===== src/rtl/cpu_io_port_if.sv =====
// rtl/cpu_io_port_if.sv - CPU start/capture and host drain signal bundle for cpu_io_port.
interface cpu_io_port_if #(
  parameter int WIDTH = 32,
  parameter int DEPTH = 8
);
  logic                    startIO;
  logic                    outFlag;
  logic [WIDTH-1:0]        out;
  logic                    start_req;
  logic                    stop_req;
  logic                    host_valid;
  logic                    host_ready;
  logic [WIDTH-1:0]        host_data;
  logic [$clog2(DEPTH):0]  count;
  logic                    overflow;
  logic                    busy;
  logic                    host_parity;

  modport master (
    output startIO,
    input  outFlag,
    input  out,
    input  start_req,
    input  stop_req,
    output host_valid,
    input  host_ready,
    output host_data,
    output count,
    output overflow,
    output busy,
    output host_parity
  );

  modport slave (
    input  startIO,
    output outFlag,
    output out,
    output start_req,
    output stop_req,
    input  host_valid,
    output host_ready,
    input  host_data,
    input  count,
    input  overflow,
    input  busy,
    input  host_parity
  );
endinterface


===== src/rtl/cpu_io_port.sv =====
// rtl/cpu_io_port.sv - CPU start-pulse sequencer with output-capture FIFO drained by the host.
// Optional CPU_IO_PORT_PARITY_EN keeps a parity bit per FIFO entry and drives host_parity.
module cpu_io_port #(
  parameter int WIDTH        = 32,
  parameter int DEPTH        = 8,
  parameter int START_CYCLES = 4
) (
  input  logic          clock,
  input  logic          reset,
  cpu_io_port_if.master bus
);
  localparam int PW  = $clog2(DEPTH);
  localparam int CW  = PW + 1;
  localparam int PCW = $clog2(START_CYCLES + 1);

  typedef enum logic [1:0] {IDLE, START, RUN} state_t;

  state_t           r_state;
  state_t           w_state_next;
  logic [PCW-1:0]   r_pulse;
  logic [PCW-1:0]   w_pulse_next;
  logic             w_clr_ovf;

  logic [WIDTH-1:0] r_mem [DEPTH];
  logic [PW-1:0]    r_wptr;
  logic [PW-1:0]    r_rptr;
  logic [PW-1:0]    w_rptr_next;
  logic [CW-1:0]    r_count;
  logic [WIDTH-1:0] r_head;
  logic             r_overflow;
  logic             w_full;
  logic             w_empty;
  logic             w_pop;
  logic             w_push;
  logic             w_drop;
  logic             w_head_from_rd;
  logic             w_head_from_in;

  always_ff @(posedge clock or negedge reset) begin
    if (!reset) begin
      r_state <= IDLE;
      r_pulse <= '0;
    end else begin
      r_state <= w_state_next;
      r_pulse <= w_pulse_next;
    end
  end

  always_comb begin
    w_state_next = r_state;
    w_pulse_next = r_pulse;
    w_clr_ovf    = 1'b0;
    case (r_state)
      IDLE: begin
        if (bus.start_req) begin
          w_state_next = START;
          w_pulse_next = PCW'(START_CYCLES);
          w_clr_ovf    = 1'b1;
        end
      end
      START: begin
        if (r_pulse <= PCW'(1)) begin
          w_state_next = RUN;
          w_pulse_next = '0;
        end else begin
          w_pulse_next = r_pulse - PCW'(1);
        end
      end
      RUN: begin
        if (bus.stop_req) w_state_next = IDLE;
      end
      default: w_state_next = IDLE;
    endcase
  end

  assign bus.startIO = (r_state == START);
  assign bus.busy    = (r_state != IDLE);

  assign w_full      = (r_count == CW'(DEPTH));
  assign w_empty     = (r_count == '0);
  assign w_pop       = !w_empty && bus.host_ready;
  assign w_push      = (r_state == RUN) && bus.outFlag && (!w_full || w_pop);
  assign w_drop      = (r_state == RUN) && bus.outFlag && w_full && !w_pop;
  assign w_rptr_next = r_rptr + PW'(1);

  // Head register refills from the next stored entry on a pop, or takes the incoming
  // word directly when the FIFO is (or is becoming) empty.
  assign w_head_from_rd = w_pop && (r_count > CW'(1));
  assign w_head_from_in = w_push && (w_empty || (w_pop && (r_count == CW'(1))));

  always_ff @(posedge clock) begin
    if (w_push) r_mem[r_wptr] <= bus.out;
  end

  always_ff @(posedge clock or negedge reset) begin
    if (!reset) begin
      r_wptr     <= '0;
      r_rptr     <= '0;
      r_count    <= '0;
      r_head     <= '0;
      r_overflow <= 1'b0;
    end else begin
      if (w_push) r_wptr <= r_wptr + PW'(1);
      if (w_pop)  r_rptr <= w_rptr_next;
      if (w_push && !w_pop)      r_count <= r_count + CW'(1);
      else if (!w_push && w_pop) r_count <= r_count - CW'(1);
      if (w_head_from_rd)      r_head <= r_mem[w_rptr_next];
      else if (w_head_from_in) r_head <= bus.out;
      if (w_clr_ovf)   r_overflow <= 1'b0;
      else if (w_drop) r_overflow <= 1'b1;
    end
  end

  assign bus.host_valid = !w_empty;
  assign bus.host_data  = r_head;
  assign bus.count      = r_count;
  assign bus.overflow   = r_overflow;

`ifdef CPU_IO_PORT_PARITY_EN
  logic r_pmem [DEPTH];
  logic r_head_par;

  always_ff @(posedge clock) begin
    if (w_push) r_pmem[r_wptr] <= ^bus.out;
  end

  always_ff @(posedge clock or negedge reset) begin
    if (!reset) begin
      r_head_par <= 1'b0;
    end else if (w_head_from_rd) begin
      r_head_par <= r_pmem[w_rptr_next];
    end else if (w_head_from_in) begin
      r_head_par <= ^bus.out;
    end
  end

  assign bus.host_parity = r_head_par;
`else
  assign bus.host_parity = 1'b0;
`endif
endmodule


===== src/flat_wrapper.sv =====
// flat-port wrapper written by rule: the top's interface ports become plain ports
module cpu_io_port_flat 
#(
  parameter int WIDTH        = 32,
  parameter int DEPTH        = 8,
  parameter int START_CYCLES = 4
)
  (clock, reset, bus_startIO, bus_outFlag, bus_out, bus_start_req, bus_stop_req, bus_host_valid, bus_host_ready, bus_host_data, bus_count, bus_overflow, bus_busy, bus_host_parity);
  cpu_io_port_if #(.WIDTH(WIDTH), .DEPTH(DEPTH)) bus_i ();
  input  logic clock;
  input  logic reset;
  output wire logic [$bits(bus_i.startIO)-1:0] bus_startIO;
  input wire logic [$bits(bus_i.outFlag)-1:0] bus_outFlag;
  input wire logic [$bits(bus_i.out)-1:0] bus_out;
  input wire logic [$bits(bus_i.start_req)-1:0] bus_start_req;
  input wire logic [$bits(bus_i.stop_req)-1:0] bus_stop_req;
  output wire logic [$bits(bus_i.host_valid)-1:0] bus_host_valid;
  input wire logic [$bits(bus_i.host_ready)-1:0] bus_host_ready;
  output wire logic [$bits(bus_i.host_data)-1:0] bus_host_data;
  output wire logic [$bits(bus_i.count)-1:0] bus_count;
  output wire logic [$bits(bus_i.overflow)-1:0] bus_overflow;
  output wire logic [$bits(bus_i.busy)-1:0] bus_busy;
  output wire logic [$bits(bus_i.host_parity)-1:0] bus_host_parity;
  assign bus_startIO = bus_i.startIO;
  assign bus_i.outFlag = bus_outFlag;
  assign bus_i.out = bus_out;
  assign bus_i.start_req = bus_start_req;
  assign bus_i.stop_req = bus_stop_req;
  assign bus_host_valid = bus_i.host_valid;
  assign bus_i.host_ready = bus_host_ready;
  assign bus_host_data = bus_i.host_data;
  assign bus_count = bus_i.count;
  assign bus_overflow = bus_i.overflow;
  assign bus_busy = bus_i.busy;
  assign bus_host_parity = bus_i.host_parity;
  cpu_io_port #(.WIDTH(WIDTH), .DEPTH(DEPTH), .START_CYCLES(START_CYCLES)) u_core (.clock(clock), .reset(reset), .bus(bus_i));
endmodule

===== config.mk =====
export PLATFORM = sky130hd
export DESIGN_NAME = cpu_io_port_flat
export DESIGN_NICKNAME = d
export VERILOG_FILES = /design/src/rtl/cpu_io_port_if.sv /design/src/rtl/cpu_io_port.sv /design/src/flat_wrapper.sv
export SDC_FILE = /design/constraint.sdc
export NUM_CORES = 1
export LEC_CHECK = 0
export CELL_PAD_IN_SITES_DETAIL_PLACEMENT = 1
export CELL_PAD_IN_SITES_GLOBAL_PLACEMENT = 1
export CORE_UTILIZATION = 40
export CTS_CLUSTER_SIZE = 28
export DETAILED_ROUTE_END_ITERATION = 6
export PLACE_DENSITY = 0.63
export RECOVER_POWER = 100
export SYNTH_ARGS = -nofsm -noshare
export SYNTH_HDL_FRONTEND = slang
export SYNTH_SLANG_ARGS = --single-unit

===== constraint.sdc =====
create_clock -name clock -period 5.2 [get_ports clock]
set_input_delay 0.52 -clock clock [delete_from_list [all_inputs] [get_ports clock]]
set_output_delay 0.52 -clock clock [all_outputs]
set_load 0.01 [all_outputs]

### After elaboration in Yosys (flattened, before gate mapping)

Memory sizes are Yosys's and may differ from the RTL's.
Cells that the tools add are included.
W data, S select, Z words.

| cells by class | value |
|---|---|
| eq/ne operators | 7 |
| multipliers | 0 |
| bitwise operators | 0 |
| div/mod/pow operators | 0 |
| $lt $le $gt $ge | 2 |
| reductions and logical operators | 25 |
| shifts and indexed selects | 0 |
| add/subtract/negate cells | 5 |
| muxes and demuxes | 17 |

Operators with widths:

| operator | number |
|---|---|
| $mux W32 | 2 |
| $logic_and A1 B1 Y1 | 10 |
| $reduce_bool A2 Y1 | 5 |
| $mux W4 | 2 |
| $add A3 B1 Y3 const B | 2 |
| $mux W1 | 6 |
| $mux W2 | 3 |
| $mux W3 | 2 |
| $pmux W2 S3 | 1 |
| $pmux W3 S2 | 1 |
| $add A4 B1 Y4 const B | 1 |
| $eq A4 B1 Y1 const B | 1 |
| $eq A4 B4 Y1 const B | 1 |
| $gt A4 B1 Y1 const B | 1 |
| $logic_not A1 Y1 | 4 |
| $logic_not A4 Y1 | 1 |
| $ne A2 B2 Y1 const B | 2 |
| $sub A4 B1 Y4 const B | 1 |
| $le A3 B1 Y1 const B | 1 |
| $reduce_and A3 Y1 | 1 |
| $sub A3 B1 Y3 const B | 1 |
| $eq A2 B1 Y1 const B | 1 |
| $eq A2 B2 Y1 const B | 1 |
| $logic_not A2 Y1 | 1 |
| other kinds (3) | 4 |

| storage, ports and cells | value |
|---|---|
| register bits after elaboration | 48 |
| logic and storage cells | 64 |
| memories kept | 1 |
| output and inout bits | 41 |
| latch bits | 0 |
| input bits | 38 |
| bits in read-only memories | 0 |
| memory bits (writable) | 256 |

Memory list:

| name | words | width | read ports | clocked after memory_dff | wr ports | RTL line | text |
|---|---|---|---|---|---|---|---|
| u_core.r_mem | 8 | 32 | 1 | 0 | 1 | cpu_io_port.sv:24 | `logic [WIDTH-1:0] r_mem [DEPTH];` |

### Longest topological paths before layout

| logic depth | value |
|---|---|
| depth after elaboration | 9 |
| gate-level depth with buffers | 8 |
| gate-level depth less buffers | 8 |

### Worst setup path after synthesis

Ideal clock, no wire load.

| timing path | value |
|---|---|
| path type | register to register |
| start | reg u_core.r_count[0], in the netlist u_core.bus.count[0] |
| end | mem u_core.r_mem[0][0], enable pin |
| cell stages (with the launch flop) | 6 |
| setup slack | 1058 ps |
| path buffers | 0 |
| data required time | 4739 ps |
| clock period less this slack | 4142 ps |
| arrival time | 3681 ps |
| setup time | 461 ps |
| cells stage by stage | dfrtp_1 -> inv_1 -> ha_1 -> and4bb_2 -> or3_1 -> nor3_1 |

| on the way | value |
|---|---|
| cells in the longest elaborated chain, start to end | 7 |
| elaborated cells between the ends (all ways) | 9 |
| classes of those cells | 1 x eq/ne; 2 x mux; 6 x reduce/logical |

RTL lines:

| element | RTL line | text |
|---|---|---|
| from (decl) | cpu_io_port.sv:28 | `logic [CW-1:0] r_count;` |
| from (signal assigned) | cpu_io_port.sv:105 | `if (w_push && !w_pop) r_count <= r_count + CW'(1);` |
| from (signal assigned) | cpu_io_port.sv:106 | `else if (!w_push && w_pop) r_count <= r_count - CW'(1);` |
| $logic_not A4 Y1 | cpu_io_port.sv:80 | `assign w_empty = (r_count == '0);` |
| $logic_not A1 Y1 | cpu_io_port.sv:81 | `assign w_pop = !w_empty && bus.host_ready;` |
| $logic_and A1 B1 Y1 | cpu_io_port.sv:81 |  |
| $logic_or A1 B1 Y1 * | cpu_io_port.sv:82 | `assign w_push = (r_state == RUN) && bus.outFlag && (!w_full \|\| w_pop);` |
| $logic_and A1 B1 Y1 * | cpu_io_port.sv:82 |  |
| $mux W1 * | cpu_io_port.sv:92 | `if (w_push) r_mem[r_wptr] <= bus.out;` |
| $mux W1 (not written as such) * | cpu_io_port.sv:92 |  |
| to (decl) | cpu_io_port.sv:24 |  |

Mark *: on every way between the ends. The rest lies on a longest branch, timed or not.

### Final worst setup path

| timing path | value |
|---|---|
| start | reg u_core.r_rptr[0] |
| end | reg u_core.r_head[14], in the netlist u_core.bus.host_data[14] |

| on the way | value |
|---|---|
| cells in the longest elaborated chain, start to end | 3 |

RTL lines:

| element | RTL line | text |
|---|---|---|
| from (decl) | cpu_io_port.sv:26 | `logic [PW-1:0] r_rptr;` |
| from (signal assigned) | cpu_io_port.sv:104 | `if (w_pop) r_rptr <= w_rptr_next;` |
| $add A3 B1 Y3 | cpu_io_port.sv:84 | `assign w_rptr_next = r_rptr + PW'(1);` |
| named net u_core.w_rptr_next[1] | cpu_io_port.sv:27 | `logic [PW-1:0] w_rptr_next;` |
| $mem_v2 Z8 W32 | -- |  |
| $mux W32 | cpu_io_port.sv:107 | `if (w_head_from_rd) r_head <= r_mem[w_rptr_next];` |
| to (signal assigned) | cpu_io_port.sv:107 |  |
| to (signal assigned) | cpu_io_port.sv:108 | `else if (w_head_from_in) r_head <= bus.out;` |
| to (decl) | cpu_io_port.sv:29 | `logic [WIDTH-1:0] r_head;` |

The timed path passes the listed nets, and every way through them passes these cells.
A chain may end at the register's enable or synchronous reset.

==> results.json <==
{
  "tritoncts": "yes",
  "p_leak_nw": 4.682,
  "clock_tree.htree_level_count": 1,
  "dieArea_sq_um": 29880,
  "finClkSkew_ns": 0.02240,
  "synth-seq-cells": 304,
  "yosysWarningCount": 0,
  "worst_hold_path_type": "register to register",
  "final_design_area_no_fill_sq_um": 13910,
  "intPower_mw": 5.498,
  "antenna-diode-count": 0,
  "grt_setup_unrepaired": "false",
  "detailroute.via_count": 5690,
  "cts_num_sinks": 304,
  "failed_checks": "capacitance limit, slew limit",
  "final_worst_setup_slack_ns": 1.381,
  "drtPass1Iterations": 6,
  "cts-root-to-sink-buffers": 3,
  "syn_avg_cell_area_sq_um": 21.31,
  "detailedRoute.firstIterationViolations": 437,
  "worst_setup_hold_path_clk_slew_ns": 0.06,
  "route.antenna.remaining_nets": 0,
  "dp_worst_setup_slack_ns": 1.807,
  "final_net_count": 688,
  "core-area_sq_um": 28700,
  "final-hold-violation-count": 0,
  "syn-instance-count": 548,
  "port_buffers": 77,
  "clk-insertion-delay-late_ns": 0.56,
  "postCtsSetupBuffers": 0,
  "sequentialPowerShare": 0.399,
  "drive_above_1_share": 0.2042,
  "first_global_vias": 6200,
  "timing.critical_path.fanout_max": 36,
  "worst_ir_drop_vdd_v": 0.0004130,
  "drv_cap": 7,
  "worst_slew_margin_rel": -1.125,
  "cts-buffers-inserted": 31,
  "netlist_area_sq_um": 11680,
  "criticalPathCategory": "register to register",
  "globalRouteTotalUtil": 0.1677,
  "utilization": 0.4848,
  "layout-area-overhead-vs-synth_pct": 19.16,
  "slew_viol_final": 247,
  "wire_length_after_detailed_routing_um": 24680,
  "dpl.hpwl_um": 14050,
  "final.setup.tns_ns": 0,
  "cts-resized-gates": 0,
  "p_per_area_nw_per_um2": 558.4,
  "nFillCells": 2632,
  "grt_pass1_wl_um": 37920,
  "total_switching_power_mw": 2.271,
  "initial_utilization": 0.4068,
  "setup_viol": 0,
  "critical_path_required_ns": 5.62,
  "post-route-period-util": 0.7345,
  "viasPerCell": 5.419,
  "floorplan.die.height_um": 172.9,
  "critPathLaunchType": "register",
  "outcome": "finished, violations left",
  "globalRouteOverflowTotal": 0,
  "drt-wirelength-per-cell_um": 23.50,
  "drc": 0,
  "combinationalPowerShare": 0.311,
  "buffer_cell_driving_the_clock_tree_root": "sky130_fd_sc_hd__clkbuf_16",
  "worstMarginPinSlew_ns": 3.188,
  "num_rows": 62,
  "switching_share": 0.2923,
  "fraction_of_the_yosys_area_taken_by_sequential_cells": 0.7612,
  "clkPwrFrac": 0.290,
  "max_freq_mhz": 261.8,
  "timing.critical_path.arrival_ns": 4.24,
  "holdBufCountCts": 0,
  "whs_ns": 0.5062,
  "gp_routability_congestion": 0.7146,
  "grt_start_max_net_pins": 49,
  "critical_path.endpoint_type": "register",
  "netlist-cell-type-count": 37,
  "ios": 79,
  "final.min_clock_period_ns": 3.819,
  "place_area_sq_um": 12930,
  "synth_nets": 595,
  "die_width_um": 172.9,
  "antenna_violations_before_repair": 0
}
==> power by group through the flow <==
stage,clock network (mW),registers [mW],logic (mW)
floorplan,0,3.11,1.70
global placement,0,3.15,2.45
detailed placement,0,3.16,2.51
CTS,2.31,3.12,2.53
global route,2.39,3.14,2.61
finish,2.26,3.10,2.41
==> metal layers <==
layer  GRT usage  routed length, um
met1      0.2226              10790
met2      0.2922              12620
met3     0.02243                773
met4     0.04314                493
met5           0                  0
==> sequential cells by signal (all words and copies together) (netlist names) <==
signal and flops:
u_core.r_pulse 3, u_core.r_rptr 3, u_core.bus.count 4, u_core.bus.overflow 1
u_core.r_wptr 3, u_core.r_state 2, u_core.r_mem 256, u_core.bus.host_data 32
==> logic make-up after synthesis <==
kind of cell | count (synthesis) | synth area share
flip-flops | 304 | 0.7612
multiplexers | 67 | 0.1262
other | 1 | 0.0003211
AND/OR/NAND/NOR | 41 | 0.01875
adder cells (fa/ha/maj) | 9 | 0.009643
AO/OA/AOI/OAI | 82 | 0.06129
XOR/XNOR | 8 | 0.006000
buffers and inverters | 36 | 0.01661
==> worst paths after layout <==
check | depth (start not counted) | startpoint | to | slack (ns)
worst max-delay path | 5 | u_core.r_rptr[0] | u_core.bus.host_data[14] | 1.38
worst min-delay path | 1 | u_core.bus.host_data[3] | u_core.bus.host_data[3] | 0.51
worst max register to register | 5 | u_core.r_rptr[0] | u_core.bus.host_data[14] | 1.38
worst min register to register | 1 | u_core.bus.host_data[3] | u_core.bus.host_data[3] | 0.51
max in group asynchronous | 2 | reset | u_core.r_wptr[2] | 2.27
min in group asynchronous | 2 | reset | u_core.bus.host_data[13] | 1.13
==> synth_stat cells <==
cell type | instances | share of area
sky130_fd_sc_hd__a211oi_2 | 1 | 0.0011
sky130_fd_sc_hd__a21oi_1 | 4 | 0.0017
sky130_fd_sc_hd__a221o_1 | 32 | 0.027
sky130_fd_sc_hd__a22o_1 | 32 | 0.024
sky130_fd_sc_hd__a31oi_1 | 1 | 0.00054
sky130_fd_sc_hd__and4bb_2 | 1 | 0.0011
sky130_fd_sc_hd__buf_2 | 2 | 0.00086
sky130_fd_sc_hd__buf_4 | 5 | 0.0032
sky130_fd_sc_hd__buf_6 | 5 | 0.0048
sky130_fd_sc_hd__clkbuf_1 | 16 | 0.0051
sky130_fd_sc_hd__conb_1 | 1 | 0.00032
sky130_fd_sc_hd__dfrtp_1 | 48 | 0.10
sky130_fd_sc_hd__edfxtp_1 | 256 | 0.66
sky130_fd_sc_hd__ha_1 | 9 | 0.0096
sky130_fd_sc_hd__inv_1 | 8 | 0.0026
sky130_fd_sc_hd__mux2_2 | 2 | 0.0019
sky130_fd_sc_hd__mux2i_1 | 1 | 0.00086
sky130_fd_sc_hd__mux4_2 | 64 | 0.12
sky130_fd_sc_hd__nand2_1 | 11 | 0.0035
sky130_fd_sc_hd__nand2b_1 | 2 | 0.0011
sky130_fd_sc_hd__nand3_1 | 2 | 0.00086
sky130_fd_sc_hd__nand3b_4 | 1 | 0.0017
sky130_fd_sc_hd__nand4_1 | 1 | 0.00054
sky130_fd_sc_hd__nor2_1 | 13 | 0.0042
sky130_fd_sc_hd__nor2b_1 | 1 | 0.00054
sky130_fd_sc_hd__nor3_1 | 3 | 0.0013
sky130_fd_sc_hd__nor4_2 | 1 | 0.0011
sky130_fd_sc_hd__o21ai_0 | 7 | 0.0030
sky130_fd_sc_hd__o21bai_1 | 2 | 0.0013
sky130_fd_sc_hd__o311a_1 | 1 | 0.00086
sky130_fd_sc_hd__o311ai_0 | 1 | 0.00075
sky130_fd_sc_hd__o31ai_1 | 1 | 0.00064
sky130_fd_sc_hd__or2_2 | 1 | 0.00054
sky130_fd_sc_hd__or3_1 | 2 | 0.0011
sky130_fd_sc_hd__or4_1 | 2 | 0.0013
sky130_fd_sc_hd__xnor2_1 | 5 | 0.0037
sky130_fd_sc_hd__xor2_1 | 3 | 0.0023
==> stage by stage <==
step | instances | total power, mW
global placement | 992 | 5.605
global route | 1050 | 8.140
detailed placement | 992 | 5.674
floorplan | 548 | 4.811
finish | 1050 | 7.769
CTS | 1050 | 7.956
==> area by class of cell <==
cell class                      count  area (sq um)  share of cell area
Clock inverter                     20         237.7             0.01708
Multi-Input combinational cell    208          2636              0.1895
Timing Repair Buffer               88         829.5             0.05962
Clock buffer                       38         812.0             0.05836
Inverter                            8         30.03            0.002158
Sequential cell                   304          8889              0.6388
Tap cell                          384         480.5             0.03453
==> layout by cell type (no fill, tap or decap), types with 6 or more instances in the layout <==
master / count
sky130_fd_sc_hd__a221o_1: 32
sky130_fd_sc_hd__a22o_1: 32
sky130_fd_sc_hd__buf_4: 6
sky130_fd_sc_hd__clkbuf_1: 11
sky130_fd_sc_hd__clkbuf_16: 31
sky130_fd_sc_hd__clkinv_2: 9
sky130_fd_sc_hd__dfrtp_1: 48
sky130_fd_sc_hd__dlygate4sd3_1: 72
sky130_fd_sc_hd__edfxtp_1: 256
sky130_fd_sc_hd__ha_1: 8
sky130_fd_sc_hd__inv_1: 8
sky130_fd_sc_hd__mux4_2: 64
sky130_fd_sc_hd__nand2_1: 11
sky130_fd_sc_hd__nor2_1: 6
sky130_fd_sc_hd__nor2_2: 6
sky130_fd_sc_hd__o21ai_0: 7
==> critical path, cell delays in order (launching register included) <==
cell	delay [ns]
sky130_fd_sc_hd__dfrtp_1	1.31
sky130_fd_sc_hd__ha_2	1.06
sky130_fd_sc_hd__buf_4	0.44
sky130_fd_sc_hd__mux4_2	0.35
sky130_fd_sc_hd__a22o_1	0.24
sky130_fd_sc_hd__a221o_1	0.26
(Power assumes the default switching activity.)
